[src/rtl/sm_accumulator_pkg.sv]
// Shared types and constants for the sign-magnitude accumulator.
// Holds the FSM state encoding, 5-bit SM word constants and a normaliser.
package sm_accumulator_pkg;

    typedef enum logic [1:0] {
        ST_IDLE  = 2'd0,
        ST_ACCUM = 2'd1,
        ST_HOLD  = 2'd2
    } state_t;

    localparam int          SM_W        = 5;
    localparam int          SM_MAG_W    = 4;
    localparam logic [3:0]  SM_MAG_MAX  = 4'hF;
    localparam logic [4:0]  SM_NEG_ZERO = 5'b10000;

    // Map -0 onto +0 so the adder never sees a signed zero.
    function automatic logic [SM_W-1:0] sm_norm(input logic [SM_W-1:0] x);
        return (x == SM_NEG_ZERO) ? '0 : x;
    endfunction

endpackage

[src/rtl/sm_adder_s.sv]
// Combinational 5-bit sign-magnitude adder (bit 4 sign, bits 3:0 magnitude).
// Ports: a, b operands; sum result (never -0); ovflw same-sign carry out.
module sm_adder_s
    import sm_accumulator_pkg::*;
(
    input  logic [SM_W-1:0] a,
    input  logic [SM_W-1:0] b,
    output logic [SM_W-1:0] sum,
    output logic            ovflw
);

    logic                sa;
    logic                sb;
    logic [SM_MAG_W-1:0] ma;
    logic [SM_MAG_W-1:0] mb;
    logic [SM_MAG_W:0]   mag_add;
    logic [SM_MAG_W-1:0] mag;
    logic                sgn;

    assign sa      = a[SM_W-1];
    assign sb      = b[SM_W-1];
    assign ma      = a[SM_MAG_W-1:0];
    assign mb      = b[SM_MAG_W-1:0];
    assign mag_add = {1'b0, ma} + {1'b0, mb};

    always_comb begin
        mag   = '0;
        sgn   = 1'b0;
        ovflw = 1'b0;
        if (sa == sb) begin
            mag   = mag_add[SM_MAG_W-1:0];
            sgn   = sa;
            ovflw = mag_add[SM_MAG_W];
        end else if (ma >= mb) begin
            mag = ma - mb;
            sgn = sa;
        end else begin
            mag = mb - ma;
            sgn = sb;
        end
        // A zero magnitude is always reported as +0.
        sum = {(sgn && (mag != '0)), mag};
    end

endmodule

[src/rtl/sm_accumulator.sv]
// Multi-operand SM accumulator: sums N_OPS operands per batch via sm_adder_s.
// Ports: clk, rst_n, start; in_valid/in_data/in_ready input stream;
// out_valid/out_ready/acc_out result handshake; ovflw sticky flag; busy.
module sm_accumulator
    import sm_accumulator_pkg::*;
#(
    parameter int N_OPS = 4,
    parameter bit SAT   = 1'b1
) (
    input  logic            clk,
    input  logic            rst_n,
    input  logic            start,
    input  logic            in_valid,
    input  logic [SM_W-1:0] in_data,
    output logic            in_ready,
    output logic            out_valid,
    input  logic            out_ready,
    output logic [SM_W-1:0] acc_out,
    output logic            ovflw,
    output logic            busy
);

    localparam logic [3:0] LAST = 4'(N_OPS - 1);

    state_t          state;
    logic [SM_W-1:0] acc;
    logic [3:0]      cnt;
    logic            ovf_q;

    logic [SM_W-1:0] operand;
    logic [SM_W-1:0] add_sum;
    logic            add_ovf;
    logic [SM_W-1:0] sel;
    logic [SM_W-1:0] acc_next;

    assign operand = sm_norm(in_data);

    sm_adder_s u_add (
        .a     (acc),
        .b     (operand),
        .sum   (add_sum),
        .ovflw (add_ovf)
    );

    // Overflow only happens with same-sign operands, so acc carries
    // the true sign even when the wrapped sum collapsed to +0.
    always_comb begin
        sel = add_sum;
        if (add_ovf && SAT)
            sel = {acc[SM_W-1], SM_MAG_MAX};
        acc_next = (sel[SM_MAG_W-1:0] == '0) ? '0 : sel;
    end

    always_ff @(posedge clk or negedge rst_n) begin
        if (!rst_n) begin
            state <= ST_IDLE;
            acc   <= '0;
            cnt   <= '0;
            ovf_q <= 1'b0;
        end else begin
            unique case (state)
                ST_IDLE: begin
                    if (start) begin
                        acc   <= '0;
                        cnt   <= '0;
                        ovf_q <= 1'b0;
                        state <= ST_ACCUM;
                    end
                end
                ST_ACCUM: begin
                    if (in_valid) begin
                        acc <= acc_next;
                        cnt <= cnt + 4'd1;
                        if (add_ovf)
                            ovf_q <= 1'b1;
                        if (cnt == LAST)
                            state <= ST_HOLD;
                    end
                end
                ST_HOLD: begin
                    if (out_ready)
                        state <= ST_IDLE;
                end
                default: state <= ST_IDLE;
            endcase
        end
    end

    assign in_ready  = (state == ST_ACCUM);
    assign out_valid = (state == ST_HOLD);
    assign busy      = (state != ST_IDLE);
    assign acc_out   = acc;
    assign ovflw     = ovf_q;

endmodule

[config.mk]
export PLATFORM = sky130hd
export DESIGN_NAME = sm_accumulator
export DESIGN_NICKNAME = d
export VERILOG_FILES = /design/src/rtl/sm_accumulator_pkg.sv /design/src/rtl/sm_adder_s.sv /design/src/rtl/sm_accumulator.sv
export SDC_FILE = /design/constraint.sdc
export NUM_CORES = 1
export LEC_CHECK = 0
export ABC_AREA = 1
export ABC_CLOCK_PERIOD_IN_PS = 2750
export BUFFER_PORTS_ARGS = -buffer_cell sky130_fd_sc_hd__buf_4
export CORE_MARGIN = 2
export CORE_UTILIZATION = 56
export DETAILED_ROUTE_END_ITERATION = 16
export PLACE_DENSITY = 0.79
export SETUP_SLACK_MARGIN = 0.05
export SLEW_MARGIN = 0
export SYNTH_ARGS = -nofsm -noshare
export SYNTH_HDL_FRONTEND = slang
export SYNTH_HIERARCHICAL = 1
export SYNTH_SLANG_ARGS = --single-unit
[constraint.sdc]
create_clock -name clk -period 2.75 [get_ports clk]
set_input_delay 0.55 -clock clk [delete_from_list [all_inputs] [get_ports clk]]
set_output_delay 0.55 -clock clk [all_outputs]
set_load 0.005 [all_outputs]
# Yosys cells after proc, flatten, opt, wreduce, memory -nomap -nowiden
# Index checks and enable logic that the tools add are counted.
word_totals:
  reg_bits: 12
  in_bits: 10
  out_inout_bits: 9
  elab_cells: 54
classes:
  addsub: 4
  order_cmp: 1
  n_eq_ne: 11
  mux: 23
  n_reduce_logical: 10
ops:
  columns: ["cell", "count"]
  rows:
  - ["$mux 5", 5]
  - ["$mux 4", 4]
  - ["$reduce_and 4->1", 3]
  - ["$pmux 5 s2", 1]
  - ["$mux 2", 4]
  - ["$pmux 4 s2", 1]
  - ["$sub 4x4->4", 2]
  - ["$mux 1", 6]
  - ["$ne 2x1->1 const B", 3]
  - ["$pmux 2 s3", 1]
  - ["$add 4x4->5", 1]
  - ["$eq 5x5->1 const B", 1]
  - ["$add 4x1->4 const B", 1]
  - ["$eq 4x2->1 const B", 1]
  - ["$ge 4x4->1", 1]
  - ["$logic_not 4->1", 1]
  - ["$ne 2x2->1 const B", 2]
  - ["$reduce_bool 2->1", 2]
  - ["$reduce_bool 4->1", 1]
  - ["$ne 3x2->1 const B", 1]
  - ["$reduce_and 3->1", 1]
  - ["$eq 2x1->1 const B", 1]
  - ["$eq 2x2->1 const B", 1]
  - ["$logic_not 2->1", 1]
  - ["other kinds (3)", 3]

# Logic depth before layout (Yosys ltp)
# Gate-level depths: netlist of run 1.
depth:
  depth_word: 12
  depth_mapped: 21

# By module
# The synthesis of run 1 kept the hierarchy.
modules_own_cells:
  columns: ["mod", "instances", "cells_each", "area_per_inst_um2", "seq_area_each_um2"]
  rows:
  - ["sm_accumulator", 1, 85, 641.9, 300.3]
  - ["sm_adder_s", 1, 92, 588.1, 0.0]

# Least setup slack after synthesis of run 1
# Ideal clock, no wire load.
synth_path:
  kind: "input to register"
  from: "input in_data[1]"
  to: "register acc[4] (netlist: acc_out[4])"
  arrival_time_ns: 2.221
  t_required_ns: 2.637
  setup_slack_ns: 0.416
  cell_stages: 19
  cell_sequence: "clkbuf_1 inv_1 fa_1 inv_1 nand2_1 nand2_2 nand2_4 nand2_1 nand3_1 nand2_1 nand3_2 nor2_2 nor2_2 nor2_1 nor2_1 nand2_1 nand2_1 nand2_1 inv_1"
synth_between:
  elab_chain_len: 11
synth_lines:
  columns: ["item", "line", "rtl"]
  rows:
  - ["start, declared", "sm_accumulator.sv:14", "input logic [SM_W-1:0] in_data,"]
  - ["$eq 5x5->1", "sm_accumulator_pkg.sv:18", "return (x == SM_NEG_ZERO) ? '0 : x;"]
  - ["$mux 5 (*)", "sm_accumulator_pkg.sv:18", null]
  - ["$sub 4x4->4, or another cell as far along", "sm_adder_s.sv:38", "mag = mb - ma;"]
  - ["$mux 4", "sm_adder_s.sv:34", "end else if (ma >= mb) begin"]
  - ["$mux 4", "sm_adder_s.sv:30", "if (sa == sb) begin"]
  - ["$reduce_bool 4->1", "sm_adder_s.sv:42", "sum = {(sgn && (mag != '0)), mag};"]
  - ["$logic_and 1x1->1 (*)", "sm_adder_s.sv:42", null]
  - ["net add_sum[4]", "sm_accumulator.sv:31", "logic [SM_W-1:0] add_sum;"]
  - ["$mux 5 (*)", "sm_accumulator.sv:49", "if (add_ovf && SAT)"]
  - ["$mux 5 (*)", "sm_accumulator.sv:51", "acc_next = (sel[SM_MAG_W-1:0] == '0) ? '0 : sel;"]
  - ["$mux 5 (*)", "sm_accumulator.sv:71", "if (in_valid) begin"]
  - ["$pmux 5 s2 (*)", "sm_accumulator.sv:61", "unique case (state)"]
  - ["end signal, assigned", "sm_accumulator.sv:72", "acc <= acc_next;"]
  - ["end, declared", "sm_accumulator.sv:26", "logic [SM_W-1:0] acc;"]
# The timed path passes the listed nets; every way through them passes the cells marked *. The select of a mux whose other input is x is not followed.
# A chain may end at the register's enable or synchronous reset.

# Worst setup path in the final report of run 1
layout_path:
  from: "register acc[0] (netlist: acc_out[0])"
  to: "register acc[4] (netlist: acc_out[4])"
layout_between:
  elab_chain_len: 9
layout_lines:
  columns: ["item", "line"]
  rows:
  - ["$sub 4x4->4, or another cell as far along", "sm_adder_s.sv:38"]
  - ["$mux 4", "sm_adder_s.sv:34"]
  - ["$mux 4", "sm_adder_s.sv:30"]
  - ["$reduce_bool 4->1", "sm_adder_s.sv:42"]
  - ["$logic_and 1x1->1 (*)", "sm_adder_s.sv:42"]
  - ["net add_sum[4]", "sm_accumulator.sv:31"]
  - ["$mux 5 (*)", "sm_accumulator.sv:49"]
  - ["$mux 5 (*)", "sm_accumulator.sv:51"]
  - ["$mux 5 (*)", "sm_accumulator.sv:71"]
  - ["$pmux 5 s2 (*)", "sm_accumulator.sv:61"]
# Marks and branches as above.

==> flow_summary.toml, run 1 <==
[sta]
hold_viol = 0
tightest_slew_ps = 410
timing.slew.headroom_pct = 72.6
setup_slack_ps = 429
final.setup.tns_ps = 0
rsz0062_at_grt = "false"
min_period_ps = 2320
fin_crit_sh_pct = 84.4
slew_violations = 0
fmax_mhz = 431
finalClockSkew_ps = 1.56
setup_violations = 0

[clock_tree]
path_clk_slew_ps = 80
post_cts_buffers = 0
cts.sinks = 12
clock_latency_ps = 280
cts_buffers = 3
cts_root_buf = "clkbuf_4"
cts_htree_levels = 1
cts_tree = "yes"
clockBufferDepth = 2
ctsHoldBuffers = 0
cts.repair.resized = 0

[setup_path]
cp.arrival_ps = 2500
path_buf_inv = 4
cp-start-kind = "flip-flop"
crit_path_start = "acc_out[0]$_DFFE_PN0P_"
reg2reg_from = "acc_out[0]$_DFFE_PN0P_"
cp_data_required_time_ps = 2930
crit_fanout = 5
crit_type = "flip-flop to flip-flop"
cpPeakStageDelay_ps = 430
crit_family = "simple AND/OR/NAND/NOR gates"
crit_path_cell_trace = "inv_1, ha_1, inv_1, fa_1, inv_1, nand2_1, nand2_2, nand2_4, nand2_1, nand3_1, nand2_1, nand3_2, nor2_2, nor2_2, nor2_1, nor2_1, nand2_1, nand2_1, nand2_1, inv_1"
path_common_cell = "nand2_1"
cp_slowest_cell = "dfrtp_1"
critPathCaptureType = "flip-flop"

[finish]
final_layout_size_suffix_gt1_share_pct = 21.1
n_antenna_cell = 0
fillCellCount = 168
syn_to_final_growth_pct = 14.5
nets = 221
fin_cells = 221

[detailed_routing]
wl_per_cell_um = 11.9
drt-vias-per-instance = 5.14
vias = 1135
drtAntennaViolNets = 0
drc = 0
wl_um = 2620
first_iter_violations = 13
first_pass_iters = 6

[power_and_ir_drop]
clkPwrFrac_pct = 10.0
leakage_nw = 0.808
p_seq_share_pct = 23.5
vdd_ir_drop_max_mv = 0.613
p_sw_mw = 0.728
pwr-share-comb_pct = 66.5
p_per_area_nw_per_um2 = 1020
internal_power_mw = 0.708
p_sw_share_pct = 50.7

[yosys]
synth_area_leader_cell = "dfrtp_1"
synth_seq_area_share_pct = 24.4
synth_area_leaders = "dfrtp_1, nand2_1, ha_1"
synth_flop_cell = "dfrtp_1"
ys_ff_latch = 12
synth_top_area_share_pct = 24.4
async_reset_ff_share_pct = 100
ys.warnings.count = 6
synth_edf_count = 0
avgSynthCellArea_um2 = 6.95
syn_inst = 177
synthesis.area_um2 = 1230
syn_nets = 203
ys_types = 29

[place]
hpwl_um = 2150
place_congestion = 0.973
pre_cts_ws_ps = 299
io_buffer_count = 18
dp_cells = 217

[floorplan]
ioPinCount = 19
core_um2 = 2020
num_rows = 16
die_x_um = 50.9
die_h_um = 50.9
initial_core_util_pct = 60.8
die-area_um2 = 2590

[global_routing]
grt-ovfl-total = 0
grt_pass1_wl_um = 4600
antenna_found_initial = 0
grt_usage_pct = 23.5
grt_max_degree = 13
first_global_vias = 1085

[outcome]
status = "finished, final reports clean"

[hold_path]
hp-class = "input pin to async pin"

[flow_run]
max_cap_violations = 0
## worst paths after layout
path                                          end  depth (start not counted)  slack, ps
max                        acc_out[4]$_DFFE_PN0P_                         20        430
min                            cnt[0]$_DFFE_PN0P_                          1         90
max reg2reg                acc_out[4]$_DFFE_PN0P_                         20        430
min reg2reg                    cnt[1]$_DFFE_PN0P_                          2        500
max in group asynchronous  acc_out[2]$_DFFE_PN0P_                          1       2510
min in group clk             state[1]$_DFFE_PN0P_                          2        480
## logic make-up after synthesis
group	synth area share (%)
XOR/XNOR	1.42
flip-flops	24.4
multiplexers	0.814
AND/OR/NAND/NOR	34.1
AO/OA/AOI/OAI	8.75
adder cells (fa/ha/maj)	18.1
buffers and inverters	12.4
## routing by layer
metal / share of wire, % / track usage, % / wire length (µm) / vias to the layer above
met5: 0 / 0 / 0 / -
met4: 1.7 / 10.4 / 45 / 0
met3: 2.9 / 2.92 / 75 / 5
met2: 54 / 45.0 / 1420 / 23
met1: 41 / 25.6 / 1080 / 532
li1: - / - / - / 575
## synth_stat cells, types with 2 or more instances
cell and instances:
fa_1 3, nand3_1 13, o21ai_0 7, ha_1 13, nand2_4 2, nor2_1 14, dfrtp_1 12, nor2_2 3
nand2_2 4, clkbuf_1 4, inv_2 3, inv_1 29, a21oi_1 3, nand2_1 52
## per-stage QoR
stage	instance area [µm²]	total power [mW]	hold WS (ps)	util, %
after floorplan	1230	1.04	254	-
after global placement	1370	1.26	396	67.9
after detailed placement	1370	1.29	397	67.9
after CTS	1410	1.43	92.7	69.7
after global routing	1410	1.58	88.6	69.7
final	1410	1.44	90.3	69.7
## placed cells by master, fill, tap and decap left out, drive strengths merged
master,netlist,final
fa,3,3
buf,1,18
clkbuf,4,4
nor2,17,17
mux2i,1,1
ha,13,13
o21ai,8,8
or2,1,1
xor2,1,1
inv,33,33
nand2,58,58
o31ai,1,1
a21oi,5,5
nor4,1,1
o21a,1,1
o32ai,1,1
nand3,15,15
xnor2,1,1
dfrtp,12,12
## cell type report
| class | instances | area [µm²] | share of cell area, % |
|---|---|---|---|
| sequential | 12 | 300 | 21.3 |
| inverter | 33 | 126 | 8.97 |
| tap | 27 | 33.8 | 2.40 |
| multi-input combinational | 127 | 777 | 55.2 |
| timing repair buffer | 18 | 135 | 9.59 |
| clock buffer | 4 | 36.3 | 2.58 |
## power by group through the flow
stage	logic (mW)	clock network, mW	registers [mW]
global placement	0.921	0	0.337
CTS	0.951	0.145	0.339
floorplan	0.712	0	0.325
finish	0.956	0.144	0.337
detailed placement	0.944	0	0.342
global route	1.08	0.153	0.351
## state kept, by name, indices dropped and copies added, names as in the netlist
name     flops
state        2
cnt          4
ovflw        1
acc_out      5
No activity file was read; power rests on OpenSTA's default activity.
==> run 2: changes to the inputs <==
- ABC_AREA: 1 -> 0
- ABC_CLOCK_PERIOD_IN_PS: 2750 -> 2250
- CORE_UTILIZATION: 56 -> 55
- PLACE_DENSITY: 0.79 -> 0.78
- clock period: 2.75 -> 2.25 ns (I/O delays scaled with it)
==> flow_summary.toml, run 2 <==
[clock_tree]
cts_htree_levels = 1
cts.sinks = 12
clockBufferDepth = 2
cts_tree = "yes"
cts_root_buf = "clkbuf_4"
clock_latency_ps = 270
cts_buffers = 3
path_clk_slew_ps = 70

[power_and_ir_drop]
clkPwrFrac_pct = 5.2
pwr-share-comb_pct = 76.4
p_per_area_nw_per_um2 = 1490
leakage_nw = 0.798
vdd_ir_drop_max_mv = 0.964
p_sw_share_pct = 44.6
p_seq_share_pct = 18.4
p_sw_mw = 1.07
internal_power_mw = 1.33

[place]
place_congestion = 0.888
io_buffer_count = 18
dp_cells = 184
hpwl_um = 2130
pre_cts_ws_ps = -459

[yosys]
async_reset_ff_share_pct = 100
synthTopCellsByCount = "inv_1, nor2_1, ha_1"
synth_area_leader_cell = "dfrtp_1"
synth_area_leaders = "dfrtp_1, ha_1, inv_1"
ys.warnings.count = 6
syn_inst = 122
ys_types = 44
synth_edf_count = 0
synth_flop_cell = "dfrtp_1"
yosysMostFrequentCell = "inv_1"
synth_top_area_share_pct = 27.2
synthesis.area_um2 = 1100
ys_ff_latch = 12
syn_nets = 148
avgSynthCellArea_um2 = 9.06
synth_seq_area_share_pct = 27.2

[global_routing]
grt_usage_pct = 27.2
antenna_found_initial = 0
grt-ovfl-total = 0
grt_max_degree = 13
grt_pass1_wl_um = 4950
first_global_vias = 1129

[finish]
syn_to_final_growth_pct = 46.1
final_layout_size_suffix_gt1_share_pct = 42.2
n_antenna_cell = 0
fin_util_pct = 84.0
largest_reg_flops = 5
final_common_cell = "buf_4"
nets = 194
fin_cells = 193
layout_common_cells = "buf_4, inv_1, nor2_1"

[sta]
fmax_mhz = 385
hold_viol = 0
fin_crit_sh_pct = 115
slew_violations = 0
setup_slack_ps = -346
setup_violations = 4
timing.slew.headroom_pct = 73.4
final.setup.tns_ps = -940
tightest_slew_ps = 397
min_period_ps = 2600
rsz0062_at_grt = "true"
finalClockSkew_ps = 9.73
whs_ps = 0.580

[hold_path]
hp-class = "input pin to async pin"

[setup_path]
cp_slowest_cell = "dfrtp_1"
worstRegToRegCells = 13
crit_fanout = 3
crit_family = "compound AO/OA/AOI/OAI gates"
cp.arrival_ps = 2760
path_buf_inv = 4
crit_path_cell_trace = "inv_2, ha_4, inv_4, fa_2, a211o_1, a21oi_4, buf_6, nand2_4, a31oi_4, xnor2_2, buf_4, nor4_4, o41ai_2"
cp_data_required_time_ps = 2410
cpPeakStageDelay_ps = 390
critPathCaptureType = "flip-flop"
reg2reg_from = "acc_out[0]$_DFFE_PN0P_"
r2r_slack_ps = -350
regToRegEndpoint = "acc_out[4]$_DFFE_PN0P_"
cp-start-kind = "flip-flop"
crit_type = "flip-flop to flip-flop"

[floorplan]
ioPinCount = 19
die_x_um = 48.8
die_h_um = 48.8
num_rows = 16
die-area_um2 = 2380
core_um2 = 1920
initial_core_util_pct = 57.5

[outcome]
violations = "negative setup slack"
status = "finished, violations left"

[detailed_routing]
first_pass_iters = 6
vias = 1068
wl_um = 3020
wl_per_cell_um = 15.7
drtAntennaViolNets = 0
drc = 0
drt-vias-per-instance = 5.53
first_iter_violations = 23

[flow_run]
max_cap_violations = 0
==> run 2: cell types whose count changed after synthesis, moves of 2 or more <==
cell | before | now
nand3_1 | 13 | 0
nor2_2 | 3 | 0
o41a_1 | 0 | 2
nand2_4 | 2 | 0
nand2_2 | 4 | 1
inv_1 | 29 | 19
nor3_1 | 0 | 4
a22o_1 | 0 | 2
buf_4 | 0 | 2
inv_2 | 3 | 0
nand2_1 | 52 | 2
mux2i_1 | 1 | 4
o21ai_0 | 7 | 2
a21oi_1 | 3 | 7
==> run 2: power by group through the flow <==
stage	sequential, mW	combinational (mW)	clock (mW)
2_1_floorplan	0.417	0.798	0
3_3_place_gp	0.429	1.34	0
3_5_place_dp	0.435	1.39	0
4_1_cts	0.434	1.61	0.128
5_1_grt	0.456	1.98	0.142
6_report	0.443	1.84	0.126
==> run 2: layer usage <==
metal / part of all wire, % / GRT usage, % / wire [µm]
met1: 38 / 29.3 / 1160
met2: 57 / 51.8 / 1710
met3: 3.7 / 2.76 / 111
met4: 1.4 / 14.3 / 42
met5: 0 / 0 / 0
==> run 2: what timing repair did <==
item | in CTS | in global routing
setup endpoints to repair | 4 | 4
setup buffers | 5 | 2
pin swaps | 12 | 7
gates resized for setup | 8 | 10
hold buffers | 0 | 0
endpoints found under the hold margin | 0 | 0
==> run 2: how the worst max path moves through the flow <==
stage | startpoint | end | slack (ps) | cells after the start
floorplan | in_data[0] | acc_out[4]$_DFFE_PN0P_ | -400 | 12
global placement | in_data[0] | acc_out[4]$_DFFE_PN0P_ | -350 | 13
detailed placement | in_data[0] | acc_out[4]$_DFFE_PN0P_ | -460 | 13
CTS | acc_out[0]$_DFFE_PN0P_ | acc_out[4]$_DFFE_PN0P_ | -280 | 13
global route | acc_out[0]$_DFFE_PN0P_ | acc_out[4]$_DFFE_PN0P_ | -450 | 13
finish | acc_out[0]$_DFFE_PN0P_ | acc_out[4]$_DFFE_PN0P_ | -350 | 13
==> run 2: cell families (layout without fill, tap and decap cells) <==
group	after synthesis	count (layout)	synth area share, %
simple gates	32	32	14.7
mux	5	5	4.64
buf+inv	26	70	9.63
fa+ha+maj	16	16	20.2
flops	12	12	27.2
xor+xnor	4	4	3.85
compound gates	27	27	19.8
==> run 2: cell type report <==
class,count,area [µm²]
inverters,19,73.8
fillers,115,308
clock buffers,3,22.5
flip-flops and latches,12,300
repair buffers,48,368
multi-input cells,84,816
well taps,27,33.8
==> run 2: worst register-to-register path, stage by stage (launching register included) <==
cell	delay, ps
dfrtp_1	390
inv_2	70
ha_4	130
inv_4	30
fa_2	350
a211o_1	270
a21oi_4	180
buf_6	140
nand2_4	50
a31oi_4	190
xnor2_2	160
buf_4	180
nor4_4	50
o41ai_2	300
==> run 2: stage by stage <==
stage | instance area (µm²) | power, mW
5_1_grt | 1610 | 2.58
4_1_cts | 1540 | 2.18
3_3_place_gp | 1440 | 1.77
3_5_place_dp | 1440 | 1.83
6_report | 1610 | 2.41
2_1_floorplan | 1140 | 1.21
